$ cat src/rtl/throughput_reporter_pkg.sv
// rtl/throughput_reporter_pkg.sv - ASCII constants and FSM state encoding for throughput_reporter.
// ST_SEQ exists only when THROUGHPUT_REPORT_SEQ_EN is defined.
package throughput_reporter_pkg;

    localparam logic [7:0] CHR_O    = 8'h4F;
    localparam logic [7:0] CHR_P    = 8'h50;
    localparam logic [7:0] CHR_S    = 8'h53;
    localparam logic [7:0] CHR_EQ   = 8'h3D;
    localparam logic [7:0] CHR_HASH = 8'h23;
    localparam logic [7:0] CHR_SP   = 8'h20;
    localparam logic [7:0] CHR_CR   = 8'h0D;
    localparam logic [7:0] CHR_LF   = 8'h0A;
    localparam logic [7:0] CHR_0    = 8'h30;
    localparam logic [7:0] CHR_A    = 8'h41;

    typedef enum logic [2:0] {
        ST_IDLE   = 3'd0,
`ifdef THROUGHPUT_REPORT_SEQ_EN
        ST_SEQ    = 3'd1,
`endif
        ST_PREFIX = 3'd2,
        ST_DIGITS = 3'd3,
        ST_CR     = 3'd4,
        ST_LF     = 3'd5
    } state_e;

endpackage

$ cat src/rtl/throughput_reporter_if.sv
// rtl/throughput_reporter_if.sv - byte valid/ready link from the reporter to the UART transmitter.
interface throughput_reporter_if;
    logic [7:0] tx_data;
    logic       tx_valid;
    logic       tx_ready;

    modport master (output tx_data, output tx_valid, input tx_ready);
    modport slave  (input tx_data, input tx_valid, output tx_ready);
endinterface

$ cat src/rtl/throughput_reporter_hex_nibble_ascii.sv
// rtl/throughput_reporter_hex_nibble_ascii.sv - combinational 4-bit value to uppercase ASCII hex digit.
module hex_nibble_ascii
    import throughput_reporter_pkg::*;
(
    input  logic [3:0] i_nibble,
    output logic [7:0] o_ascii
);
    assign o_ascii = (i_nibble < 4'd10) ? (CHR_0 + {4'h0, i_nibble})
                                        : (CHR_A - 8'd10 + {4'h0, i_nibble});
endmodule

$ cat src/rtl/throughput_reporter.sv
// rtl/throughput_reporter.sv - streams each captured window op count as "OPS=XXXXXXXX\r\n".
// THROUGHPUT_REPORT_SEQ_EN prepends an 8-bit window sequence "#hh " to each line.
module throughput_reporter
    import throughput_reporter_pkg::*;
#(
    parameter int COUNT_WIDTH = 32,
    parameter int DROP_WIDTH  = 16
) (
    input  logic                   clk,
    input  logic                   rst_n,
    input  logic                   enable,
    input  logic                   window_done,
    input  logic [COUNT_WIDTH-1:0] ops_result,
    throughput_reporter_if.master  tx,
    output logic                   busy,
    output logic [DROP_WIDTH-1:0]  dropped_count
);
    localparam int NIBBLES = COUNT_WIDTH / 4;
    localparam int IDX_W   = (NIBBLES > 4) ? $clog2(NIBBLES) : 2;
    localparam logic [IDX_W-1:0] LAST_DIGIT = IDX_W'(NIBBLES - 1);

    state_e                 r_state;
    logic [IDX_W-1:0]       r_idx;
    logic [COUNT_WIDTH-1:0] r_cap;
    logic [7:0]             r_tx_data;
    logic                   r_tx_valid;
    logic [DROP_WIDTH-1:0]  r_dropped;
`ifdef THROUGHPUT_REPORT_SEQ_EN
    logic [7:0]             r_seq;
`endif

    logic             w_hs;
    logic             w_lf_done;
    logic             w_capture;
    logic             w_drop;
    logic [IDX_W:0]   w_dig_sel;
    logic [3:0]       w_nibble;
    logic [7:0]       w_nib_ascii;

    assign w_hs      = r_tx_valid && tx.tx_ready;
    assign w_lf_done = (r_state == ST_LF) && w_hs;
    assign w_capture = window_done && enable && ((r_state == ST_IDLE) || w_lf_done);
    assign w_drop    = window_done && (r_state != ST_IDLE) && !w_lf_done;

    // The nibble mux selects the digit that will be presented after the current handshake.
    assign w_dig_sel = (r_state == ST_DIGITS) ? ({1'b0, r_idx} + (IDX_W + 1)'(1)) : '0;

    always_comb begin
        w_nibble = '0;
        for (int k = 0; k < NIBBLES; k++) begin
            if (w_dig_sel == (IDX_W + 1)'(k)) begin
                w_nibble = r_cap[COUNT_WIDTH - 1 - 4 * k -: 4];
            end
        end
`ifdef THROUGHPUT_REPORT_SEQ_EN
        if (r_state == ST_SEQ) begin
            w_nibble = (r_idx == '0) ? r_seq[7:4] : r_seq[3:0];
        end
`endif
    end

    hex_nibble_ascii u_hex (
        .i_nibble (w_nibble),
        .o_ascii  (w_nib_ascii)
    );

    always_ff @(posedge clk or negedge rst_n) begin
        if (!rst_n) begin
            r_state    <= ST_IDLE;
            r_idx      <= '0;
            r_cap      <= '0;
            r_tx_data  <= 8'h00;
            r_tx_valid <= 1'b0;
            r_dropped  <= '0;
`ifdef THROUGHPUT_REPORT_SEQ_EN
            r_seq      <= 8'h00;
`endif
        end else begin
            if (w_drop && (r_dropped != '1)) begin
                r_dropped <= r_dropped + DROP_WIDTH'(1);
            end

            if (w_capture) begin
                r_cap      <= ops_result;
                r_idx      <= '0;
                r_tx_valid <= 1'b1;
`ifdef THROUGHPUT_REPORT_SEQ_EN
                r_state    <= ST_SEQ;
                r_tx_data  <= CHR_HASH;
`else
                r_state    <= ST_PREFIX;
                r_tx_data  <= CHR_O;
`endif
            end else if (w_hs) begin
                case (r_state)
`ifdef THROUGHPUT_REPORT_SEQ_EN
                    ST_SEQ: begin
                        if (r_idx == IDX_W'(3)) begin
                            r_state   <= ST_PREFIX;
                            r_idx     <= '0;
                            r_tx_data <= CHR_O;
                            r_seq     <= r_seq + 8'd1;
                        end else begin
                            r_idx     <= r_idx + IDX_W'(1);
                            r_tx_data <= (r_idx == IDX_W'(2)) ? CHR_SP : w_nib_ascii;
                        end
                    end
`endif
                    ST_PREFIX: begin
                        case (r_idx)
                            IDX_W'(0): r_tx_data <= CHR_P;
                            IDX_W'(1): r_tx_data <= CHR_S;
                            IDX_W'(2): r_tx_data <= CHR_EQ;
                            default:   r_tx_data <= w_nib_ascii;
                        endcase
                        if (r_idx == IDX_W'(3)) begin
                            r_state <= ST_DIGITS;
                            r_idx   <= '0;
                        end else begin
                            r_idx   <= r_idx + IDX_W'(1);
                        end
                    end
                    ST_DIGITS: begin
                        if (r_idx == LAST_DIGIT) begin
                            r_state   <= ST_CR;
                            r_tx_data <= CHR_CR;
                        end else begin
                            r_idx     <= r_idx + IDX_W'(1);
                            r_tx_data <= w_nib_ascii;
                        end
                    end
                    ST_CR: begin
                        r_state   <= ST_LF;
                        r_tx_data <= CHR_LF;
                    end
                    default: begin
                        r_state    <= ST_IDLE;
                        r_tx_valid <= 1'b0;
                    end
                endcase
            end
        end
    end

    assign tx.tx_data    = r_tx_data;
    assign tx.tx_valid   = r_tx_valid;
    assign busy          = (r_state != ST_IDLE);
    assign dropped_count = r_dropped;

endmodule

$ cat src/flat_wrapper.sv
// flat-port wrapper written by rule: the top's interface ports become plain ports
module throughput_reporter_flat import throughput_reporter_pkg::*;
#(
    parameter int COUNT_WIDTH = 32,
    parameter int DROP_WIDTH  = 16
)
  (clk, rst_n, enable, window_done, ops_result, busy, dropped_count, tx_tx_data, tx_tx_valid, tx_tx_ready);
  throughput_reporter_if tx_i ();
  input  logic clk;
  input  logic rst_n;
  input  logic enable;
  input  logic window_done;
  input  logic [COUNT_WIDTH-1:0] ops_result;
  output logic busy;
  output logic [DROP_WIDTH-1:0] dropped_count;
  output wire logic [$bits(tx_i.tx_data)-1:0] tx_tx_data;
  output wire logic [$bits(tx_i.tx_valid)-1:0] tx_tx_valid;
  input wire logic [$bits(tx_i.tx_ready)-1:0] tx_tx_ready;
  assign tx_tx_data = tx_i.tx_data;
  assign tx_tx_valid = tx_i.tx_valid;
  assign tx_i.tx_ready = tx_tx_ready;
  throughput_reporter #(.COUNT_WIDTH(COUNT_WIDTH), .DROP_WIDTH(DROP_WIDTH)) u_core (.clk(clk), .rst_n(rst_n), .enable(enable), .window_done(window_done), .ops_result(ops_result), .tx(tx_i), .busy(busy), .dropped_count(dropped_count));
endmodule
$ cat config.mk
export PLATFORM = sky130hd
export DESIGN_NAME = throughput_reporter_flat
export DESIGN_NICKNAME = d
export VERILOG_FILES = /design/src/rtl/throughput_reporter_pkg.sv /design/src/rtl/throughput_reporter_if.sv /design/src/rtl/throughput_reporter_hex_nibble_ascii.sv /design/src/rtl/throughput_reporter.sv /design/src/flat_wrapper.sv
export SDC_FILE = /design/constraint.sdc
export NUM_CORES = 1
export LEC_CHECK = 0
export ABC_AREA = 0
export BUFFER_PORTS_ARGS = -buffer_cell sky130_fd_sc_hd__buf_2
export CELL_PAD_IN_SITES_DETAIL_PLACEMENT = 1
export CELL_PAD_IN_SITES_GLOBAL_PLACEMENT = 1
export CORE_UTILIZATION = 42
export DETAILED_ROUTE_END_ITERATION = 12
export PLACE_DENSITY = 0.79
export SLEW_MARGIN = 20
export SYNTH_ARGS = -nofsm -noshare
export SYNTH_HDL_FRONTEND = slang
export SYNTH_HIERARCHICAL = 1
export SYNTH_SLANG_ARGS = --single-unit
$ cat constraint.sdc
create_clock -name clk -period 4.24 [get_ports clk]
set_input_delay 0.424 -clock clk [delete_from_list [all_inputs] [get_ports clk]]
set_output_delay 0.424 -clock clk [all_outputs]
set_load 0.02 [all_outputs]
# After elaboration in Yosys (flattened, before gate mapping)
# Cells that the tools add are included.
# classes
add_sub_neg	5
magnitude_cmp	1
eq_ne	20
mux	28
reduce_logical	21
# op_table
op	n
$mux W4	9
$mux W3	8
$pmux W8 S3	1
$pmux W7 S3	1
$add A16 B1 Y16 const B	1
$eq A4 B3 Y1 const B	4
$mux W8	2
$ne A16 B16 Y1 const B	1
$add A6 B4 Y7 const A	2
$mux W7	2
$eq A3 B2 Y1 const B	4
$eq A3 B3 Y1 const B	3
$pmux W3 S3	1
$eq A4 B2 Y1 const B	2
$logic_and A1 B1 Y1	7
$logic_not A3 Y1	2
$ne A3 B2 Y1 const B	2
$pmux W3 S2	1
$reduce_and A3 Y1	2
$reduce_bool A3 Y1	2
$add A3 B1 Y4 const B	1
$eq A4 B1 Y1 const B	1
$logic_not A4 Y1	1
$lt A4 B4 Y1 const B	1
other kinds (11)	14
# word_totals
register_bits	63
in_bits	37
out_inout_bits	26
wordCells	81

# Longest topological paths before layout
# Gate-level depths: netlist of run 1.
# logic_depth
word_depth	17
ltp_mapped	16
mapped_depth_nobuf	14

# Hierarchy
# The synthesis of run 1 kept the hierarchy.
# by_module_without_submodules
module	n_inst	cells_each	area_each_um2	seq_area_each_um2
throughput_reporter	1	392	3437.0	1576.5
hex_nibble_ascii	1	16	105.1	0.0

# Least setup slack after synthesis of run 1
# Ideal clock, no wire load.
# synth_path
kind	register to register
start	reg u_core.r_idx[0]
end	reg u_core.r_tx_data[2], in the netlist u_core/tx.tx_data[2]
setup_ns	0.121
t_arrival_ns	3.153
required_ns	4.119
path_slack_ns	0.966
stages_incl_launch_ff	17
path_buffers	3
synth_period_minus_slack_ns	3.274
path_cell_list	dfrtp_1 -> buf_2 -> inv_1 -> ha_1 -> buf_2 -> clkbuf_1 -> nor2_1 -> o21ai_0 -> a32oi_1 -> o21ai_0 -> inv_1 -> ha_1 -> nand2_2 -> mux2_1 -> o211ai_1 -> a21oi_1 -> o22a_1
# synth_between
elab_chain_len	17
elab_cells_between_ends	31
cone_classes	add/sub (3); order compare (1); eq/ne (10); mux (15); reduce/logical (2)
# synth_lines
item	line	rtl
start, declared	throughput_reporter.sv:23	logic [IDX_W-1:0] r_idx;
start signal, assigned	throughput_reporter.sv:120	r_idx <= r_idx + IDX_W'(1);
start signal, assigned	throughput_reporter.sv:128	r_idx <= r_idx + IDX_W'(1);
$add A3 B1 Y4 *	throughput_reporter.sv:46	assign w_dig_sel = (r_state == ST_DIGITS) ? ({1'b0, r_idx} + (IDX_W + 1)'(1)) : '0;
$mux W4 *	throughput_reporter.sv:46	
$logic_not A4 Y1	throughput_reporter.sv:51	if (w_dig_sel == (IDX_W + 1)'(k)) begin
$mux W4 (7 in series)	throughput_reporter.sv:51	
$mux W4 *	throughput_reporter.sv:51	
named net u_core.w_nibble[1]	throughput_reporter.sv:37	logic [3:0] w_nibble;
$add A6 B4 Y7, or another cell as far along	throughput_reporter_hex_nibble_ascii.sv:9	: (CHR_A - 8'd10 + {4'h0, i_nibble});
$mux W7 *	throughput_reporter_hex_nibble_ascii.sv:8	assign o_ascii = (i_nibble < 4'd10) ? (CHR_0 + {4'h0, i_nibble})
named net u_core.w_nib_ascii[2]	throughput_reporter.sv:38	logic [7:0] w_nib_ascii;
$pmux W7 S3 or $mux W7 (tied branches)	throughput_reporter.sv:110, throughput_reporter.sv:124	
$pmux W8 S3 *	throughput_reporter.sv:95	case (r_state)
$mux W8 *	throughput_reporter.sv:94	end else if (w_hs) begin
$mux W8 *	throughput_reporter.sv:83	if (w_capture) begin
end signal, assigned	throughput_reporter.sv:114	default: r_tx_data <= w_nib_ascii;
end signal, assigned	throughput_reporter.sv:129	r_tx_data <= w_nib_ascii;
end, declared	throughput_reporter.sv:25	logic [7:0] r_tx_data;
# The timed path passes the listed nets; every way through them passes the cells marked *. The select of a mux whose other input is x is not followed.
# A chain may end at the register's enable or synchronous reset.

# Worst setup path after layout of run 1
# Same ends and word-level chain as after synthesis.

==> flow_summary.ini, run 1 <==
[status]
status = completed

[worst_setup_path]
worstPathCellList = buf_4 -> ha_1 -> ha_1 -> inv_1 -> o32ai_1 -> a32oi_1 -> o21ai_0 -> inv_1 -> ha_1 -> nand2_2 -> mux2_1 -> o211ai_1 -> a21oi_1 -> o22a_1
crit_top_cell = ha_1
r2r_slack_ns = 0.52
worstSetupEndpointType = flop
start_kind = flop
timing.rr.start = u_core/r_idx[0]
r2r_cells = 14
crit_type = flop to flop
cp_slowest_cell = o21ai_0
worstPathRequired_ns = 4.48
critPathTopFamily = compound AO/OA/AOI/OAI gates
rr_endpoint = u_core/tx.tx_data[2]
max_stage_delay_ns = 0.45
cp.arrival_ns = 3.95
cp.buffers_inverters = 3
cp_max_fo = 22

[hold_path]
hold_class = input port to asynchronous set/reset pin

[route]
ant_nets = 0
dr.pass1.iters = 4
wirelength_um = 9530
num_vias = 3105
remaining_drc_errors = 0
vias_per_cell = 5.40
drt-wirelength-per-cell_um = 16.6
drt_iter0_drc = 227

[floorplanning]
ios = 63
initial_core_util_pct = 43.3
die_h_um = 93.8
die_w_um = 93.8
fp.coreArea_mm2 = 0.00818
num_rows = 33
dieArea_mm2 = 0.00881

[yosys]
yosysSeqAreaShare_pct = 44.5
synth_area_per_cell_um2 = 8.68
ys.flop_type = dfrtp_1
syn_area_mm2 = 0.00354
synth-warning-count = 6
syn-num-nets = 454
netlist-cell-type-count = 59
ys_async_sr_fraction_pct = 100
ys_ff_latch = 63
syn_inst = 408
synth-edff-count = 0

[timing]
slew_headroom_pct = 45.9
min_period_over_period_pct = 87.7
rsz0062_at_grt = no
min_period_ns = 3.72
hold_violations = 0
setup_tns_ns = 0
finalClockSkew_ns = 0.00833
timing.fmax_mhz = 269
tightest_slew_ns = 0.811
maxSlewViolCount = 0
setup_violations = 0

[clock_network]
cts_buffers = 9
cts.sinks = 63
cts_resized = 0
clockRootBuffer = clkbuf_8
clk_pin_slew_ns = 0.07
cts_hold_buf = 0
insertion_delay_ns = 0.34
cts_setup_buffers = 0
ctsHtreeMaxLevel = 3
cts_tree = built
cts.path.max_buffers = 2

[global_routing]
track_usage_pct = 23.1
grt_pass1_wl_um = 15700
globalRouteOverflowTotal = 0
grt_max_degree = 64
antenna_found_initial = 0
grt_pass1_vias = 3158

[placed_design]
placement.io_buffers = 62
gp_congestion = 0.975
dp_hpwl_um = 6660

[finish]
syn_to_final_growth_pct = 17.4
layout_common_cells = 122 x nand2_1, 63 x dfrtp_1, 62 x buf_2
drive_gt1_share_pct = 20.2
mostFrequentLayoutCell = nand2_1
nets = 511
antenna_cells = 0

[power_and_ir_drop]
power_w = 0.00302
ir_drop_mv = 0.282
p_leak_nw = 2.02
power_density_mw_per_mm2 = 727

[flow_run]
cap_violations = 0
flip-flops by register name, indices dropped and copies added (netlist names):
| signal | cells |
|---|---|
| u_core/tx.tx_valid | 1 |
| u_core/r_cap | 32 |
| u_core/dropped_count | 16 |
| u_core/tx.tx_data | 8 |
| u_core/r_state | 3 |
| u_core/r_idx | 3 |
layout make-up:
cell class                      instances  area [µm²]
Clock buffer                           10         128
Timing Repair Buffer                   66         340
Clock inverter                          6         109
Fill cell                             996        4020
Inverter                               13        48.8
Multi-Input combinational cell        312        1820
Tap cell                              105         131
Sequential cell                        63        1580
worst reg2reg max path: stages, from the launching register on:
cell and delay, ns:
dfrtp_1 0.38, buf_4 0.21, ha_1 0.26, ha_1 0.42, inv_1 0.16, o32ai_1 0.37, a32oi_1 0.08, o21ai_0 0.45
inv_1 0.11, ha_1 0.24, nand2_2 0.08, mux2_1 0.35, o211ai_1 0.19, a21oi_1 0.10, o22a_1 0.20
cells by family after synthesis:
family | after synthesis | share of synthesized area (%)
AND/OR/NAND/NOR | 200 | 25.5
AO/OA/AOI/OAI | 77 | 14.9
flip-flops | 63 | 44.5
buffers and inverters | 33 | 3.99
XOR/XNOR | 15 | 3.71
multiplexers | 10 | 4.10
adder cells (fa/ha/maj) | 9 | 3.18
other | 1 | 0.106
how the worst max path moves through the flow:
| stage | slack (ns) | end | start | cells after the start |
|---|---|---|---|---|
| floorplan | 0.97 | u_core/tx.tx_data[2] | u_core/r_idx[0] | 16 |
| detailed placement | 0.59 | u_core/tx.tx_data[2] | u_core/r_idx[0] | 14 |
| finish | 0.52 | u_core/tx.tx_data[2] | u_core/r_idx[0] | 14 |
| global placement | 0.89 | u_core/tx.tx_data[2] | u_core/r_idx[0] | 15 |
| global route | 0.32 | u_core/tx.tx_data[2] | u_core/r_idx[0] | 14 |
| CTS | 0.59 | u_core/tx.tx_data[2] | u_core/r_idx[0] | 14 |
power breakdown:
group | total [W] | internal, W | switching, W
sequential | 0.000878 | 0.000724 | 0.000153
combinational | 0.00152 | 0.000575 | 0.000940
clock | 0.000629 | 0.000390 | 0.000240
cells in the mapped netlist, types with 2 or more instances:
library cell / n / share of area (%)
a2bb2oi_1: 4 / 0.99
and3_1: 4 / 0.71
nand3_1: 13 / 1.8
o21ai_0: 19 / 2.7
nor3b_1: 2 / 0.42
mux2_1: 2 / 0.64
nor2b_1: 7 / 1.2
o41ai_1: 2 / 0.49
a31oi_1: 2 / 0.35
a211oi_1: 4 / 0.85
ha_1: 9 / 3.2
dfrtp_1: 63 / 45
nor2_1: 22 / 2.3
clkbuf_1: 7 / 0.74
and2_1: 3 / 0.53
buf_2: 11 / 1.6
nand4_1: 8 / 1.4
o211ai_1: 3 / 0.64
o32ai_1: 2 / 0.49
a22oi_1: 4 / 0.85
and3b_1: 2 / 0.49
nor3_1: 5 / 0.71
nand2b_1: 5 / 0.88
xnor2_1: 13 / 3.2
o31ai_1: 2 / 0.42
o311ai_0: 2 / 0.49
xor2_1: 2 / 0.49
inv_1: 13 / 1.4
a21oi_1: 17 / 2.4
mux2i_1: 4 / 1.1
nand2_1: 122 / 13
mux4_2: 3 / 1.9
per-layer routing:
layer | global-route usage, % | routed length, µm | vias to the layer above
met4 | 8.46 | 138 | 0
met5 | 0 | 0 | -
met2 | 36.9 | 4480 | 81
li1 | - | - | 1514
met3 | 3.80 | 413 | 14
met1 | 31.4 | 4490 | 1496
metrics by stage:
| step | utilization (%) | hold slack [ns] | cells | area (µm²) | setup slack, ns |
|---|---|---|---|---|---|
| 2_1_floorplan | - | 0.128 | 408 | 3540 | 0.966 |
| 3_3_place_gp | 48.0 | 0.460 | 559 | 3920 | 0.887 |
| 4_1_cts | 50.9 | 0.251 | 575 | 4160 | 0.585 |
| 6_report | 50.9 | 0.229 | 575 | 4160 | 0.523 |
| 3_5_place_dp | 48.0 | 0.471 | 559 | 3920 | 0.591 |
| 5_1_grt | 50.9 | 0.269 | 575 | 4160 | 0.316 |
Power figures use the tool's default switching activity.
==> run 2, diff against run 1 <==
- CORE_UTILIZATION: 42 -> 36
- PLACE_DENSITY: 0.79 -> 0.69
==> flow_summary.ini, run 2 (same netlist as run 1, synthesis figures left out) <==
[timing]
maxSlewViolCount = 0
final.setup.worst_slack_ns = 0.589
slew_headroom_pct = 58.7
timing.fmax_mhz = 274
hold_violations = 0
finalClockSkew_ns = 0.00671
min_period_over_period_pct = 86.1
min_period_ns = 3.65
setup_tns_ns = 0
whs_ns = 0.0695
rsz0062_at_grt = no
tightest_slew_ns = 0.613
setup_violations = 0

[route]
wirelength_um = 9400
remaining_drc_errors = 0
dr.pass1.iters = 4
vias_per_cell = 5.19
ant_nets = 0
num_vias = 3122
drt_iter0_drc = 103
drt-wirelength-per-cell_um = 15.6

[finish]
antenna_cells = 0
nets = 513
final_cell_area_mm2 = 0.00416
multi_input_area_mm2 = 0.00182
fillerInstances = 1159
instances_no_fill = 601
seq_area_mm2 = 0.00158
mostFrequentLayoutCell = nand2_1
syn_to_final_growth_pct = 17.3
largest_register = u_core/r_cap
layout_common_cells = 122 x nand2_1, 63 x dfrtp_1, 62 x buf_2
drive_gt1_share_pct = 20.3
largest_register_ffs = 32

[power_and_ir_drop]
p_switching_w = 0.00133
internal_power_w = 0.00157
switching_share_pct = 45.9
combPwrFrac_pct = 52.4
clock_power_share_pct = 17.9
ir_drop_mv = 0.225
p_leak_nw = 1.99
power_density_mw_per_mm2 = 699
seq_power_share_pct = 29.7

[floorplanning]
fp.coreArea_mm2 = 0.00937
die_w_um = 101
die_h_um = 101
num_rows = 35
initial_core_util_pct = 37.8
ios = 63
dieArea_mm2 = 0.0102

[clock_network]
cts_tree = built
cts_hold_buf = 0
cts_setup_buffers = 0
ctsHtreeMaxLevel = 3
cts_buffers = 9
cts_resized = 0
insertion_delay_ns = 0.34
clockRootBuffer = clkbuf_8
clk_pin_slew_ns = 0.08
cts.sinks = 63
cts.path.max_buffers = 2

[worst_setup_path]
cp_slowest_cell = o21ai_0
max_stage_delay_ns = 0.51
rr_endpoint = u_core/tx.tx_data[2]
start_kind = flop
r2r_cells = 14
worstSetupEndpointType = flop
timing.rr.start = u_core/r_idx[0]
cp_max_fo = 22
crit_top_cell = ha_1
worstPathRequired_ns = 4.48
cp.arrival_ns = 3.89
worstSetupEndpoint = u_core/tx.tx_data[2]
r2r_slack_ns = 0.59
crit_type = flop to flop
crit_path_start = u_core/r_idx[0]
worstPathCellList = buf_4 -> ha_1 -> ha_1 -> inv_1 -> o32ai_1 -> a32oi_1 -> o21ai_0 -> inv_1 -> ha_1 -> nand2_2 -> mux2_1 -> o211ai_1 -> a21oi_1 -> o22a_1

[global_routing]
globalRouteOverflowTotal = 0
met3_usage_pct = 3.80
grt_pass1_wl_um = 16300
use_met2_pct = 32.3
grt_use_met1_pct = 28.8
antenna_found_initial = 0
grt_pass1_vias = 3167
track_usage_pct = 20.5
grt_max_degree = 42
busiest_layer = met2

[hold_path]
hold_class = input port to asynchronous set/reset pin

[placed_design]
dp_hpwl_um = 6820
placement.io_buffers = 62
dpl.cell_count = 585
place_ws_ns = 0.632
placed_area_mm2 = 0.00397
gp_congestion = 0.960

[status]
status = completed

[flow_run]
cap_violations = 0
-- run 2: cell count changes in the layout (fill, tap and decap cells not counted) --
| cell | delta |
|---|---|
| buf_4 | +2 |
| bufinv_16 | -2 |
| clkbuf_1 | +1 |
| clkinv_2 | -1 |
| clkinvlp_4 | +2 |
-- run 2: per-stage QoR --
stage	utilization, %	total power [W]
global placement	42.3	0.00232
finish	44.4	0.00290
CTS	44.4	0.00292
floorplan	-	0.00197
detailed placement	42.3	0.00238
global route	44.4	0.00314
-- run 2: power by group through the flow --
stage               Combinational, W  Clock (W)  Sequential (W)
floorplan                    0.00105          0        0.000914
global placement             0.00146          0        0.000868
detailed placement           0.00150          0        0.000875
CTS                          0.00151   0.000542        0.000865
global route                 0.00168   0.000564        0.000887
finish                       0.00152   0.000520        0.000863
-- run 2: final cells by class --
type	instances	area share, %
tap	129	3.88
multi-input combinational	312	43.9
inverter	13	1.17
sequential	63	37.9
clock buffer	11	3.16
clock inverter	5	1.41
timing repair buffer	68	8.55
-- run 2: metal layers --
layer | vias up | share of wire [%]
met5 | - | 0
met4 | 0 | 0.99
met3 | 7 | 3.2
met2 | 73 | 46
met1 | 1529 | 49
li1 | 1513 | -
-- run 2: critical path, delay by kind of cell (launching register included) --
| family | cells | cell delay [ns] |
|---|---|---|
| flops | 1 | 0.38 |
| mux | 1 | 0.34 |
| simple gates | 1 | 0.07 |
| fa+ha+maj | 3 | 0.89 |
| compound gates | 6 | 1.39 |
| buf+inv | 3 | 0.46 |
-- run 2: worst min-delay path by stage --
stage / start / endpoint / slack (ns)
3_5_place_dp: rst_n / u_core/r_cap[23] / 0.46
2_1_floorplan: rst_n / u_core/dropped_count[0] / 0.13
3_3_place_gp: rst_n / u_core/r_cap[23] / 0.46
6_report: rst_n / u_core/r_cap[31] / 0.07
5_1_grt: rst_n / u_core/r_cap[31] / 0.12
4_1_cts: rst_n / u_core/r_cap[31] / 0.08
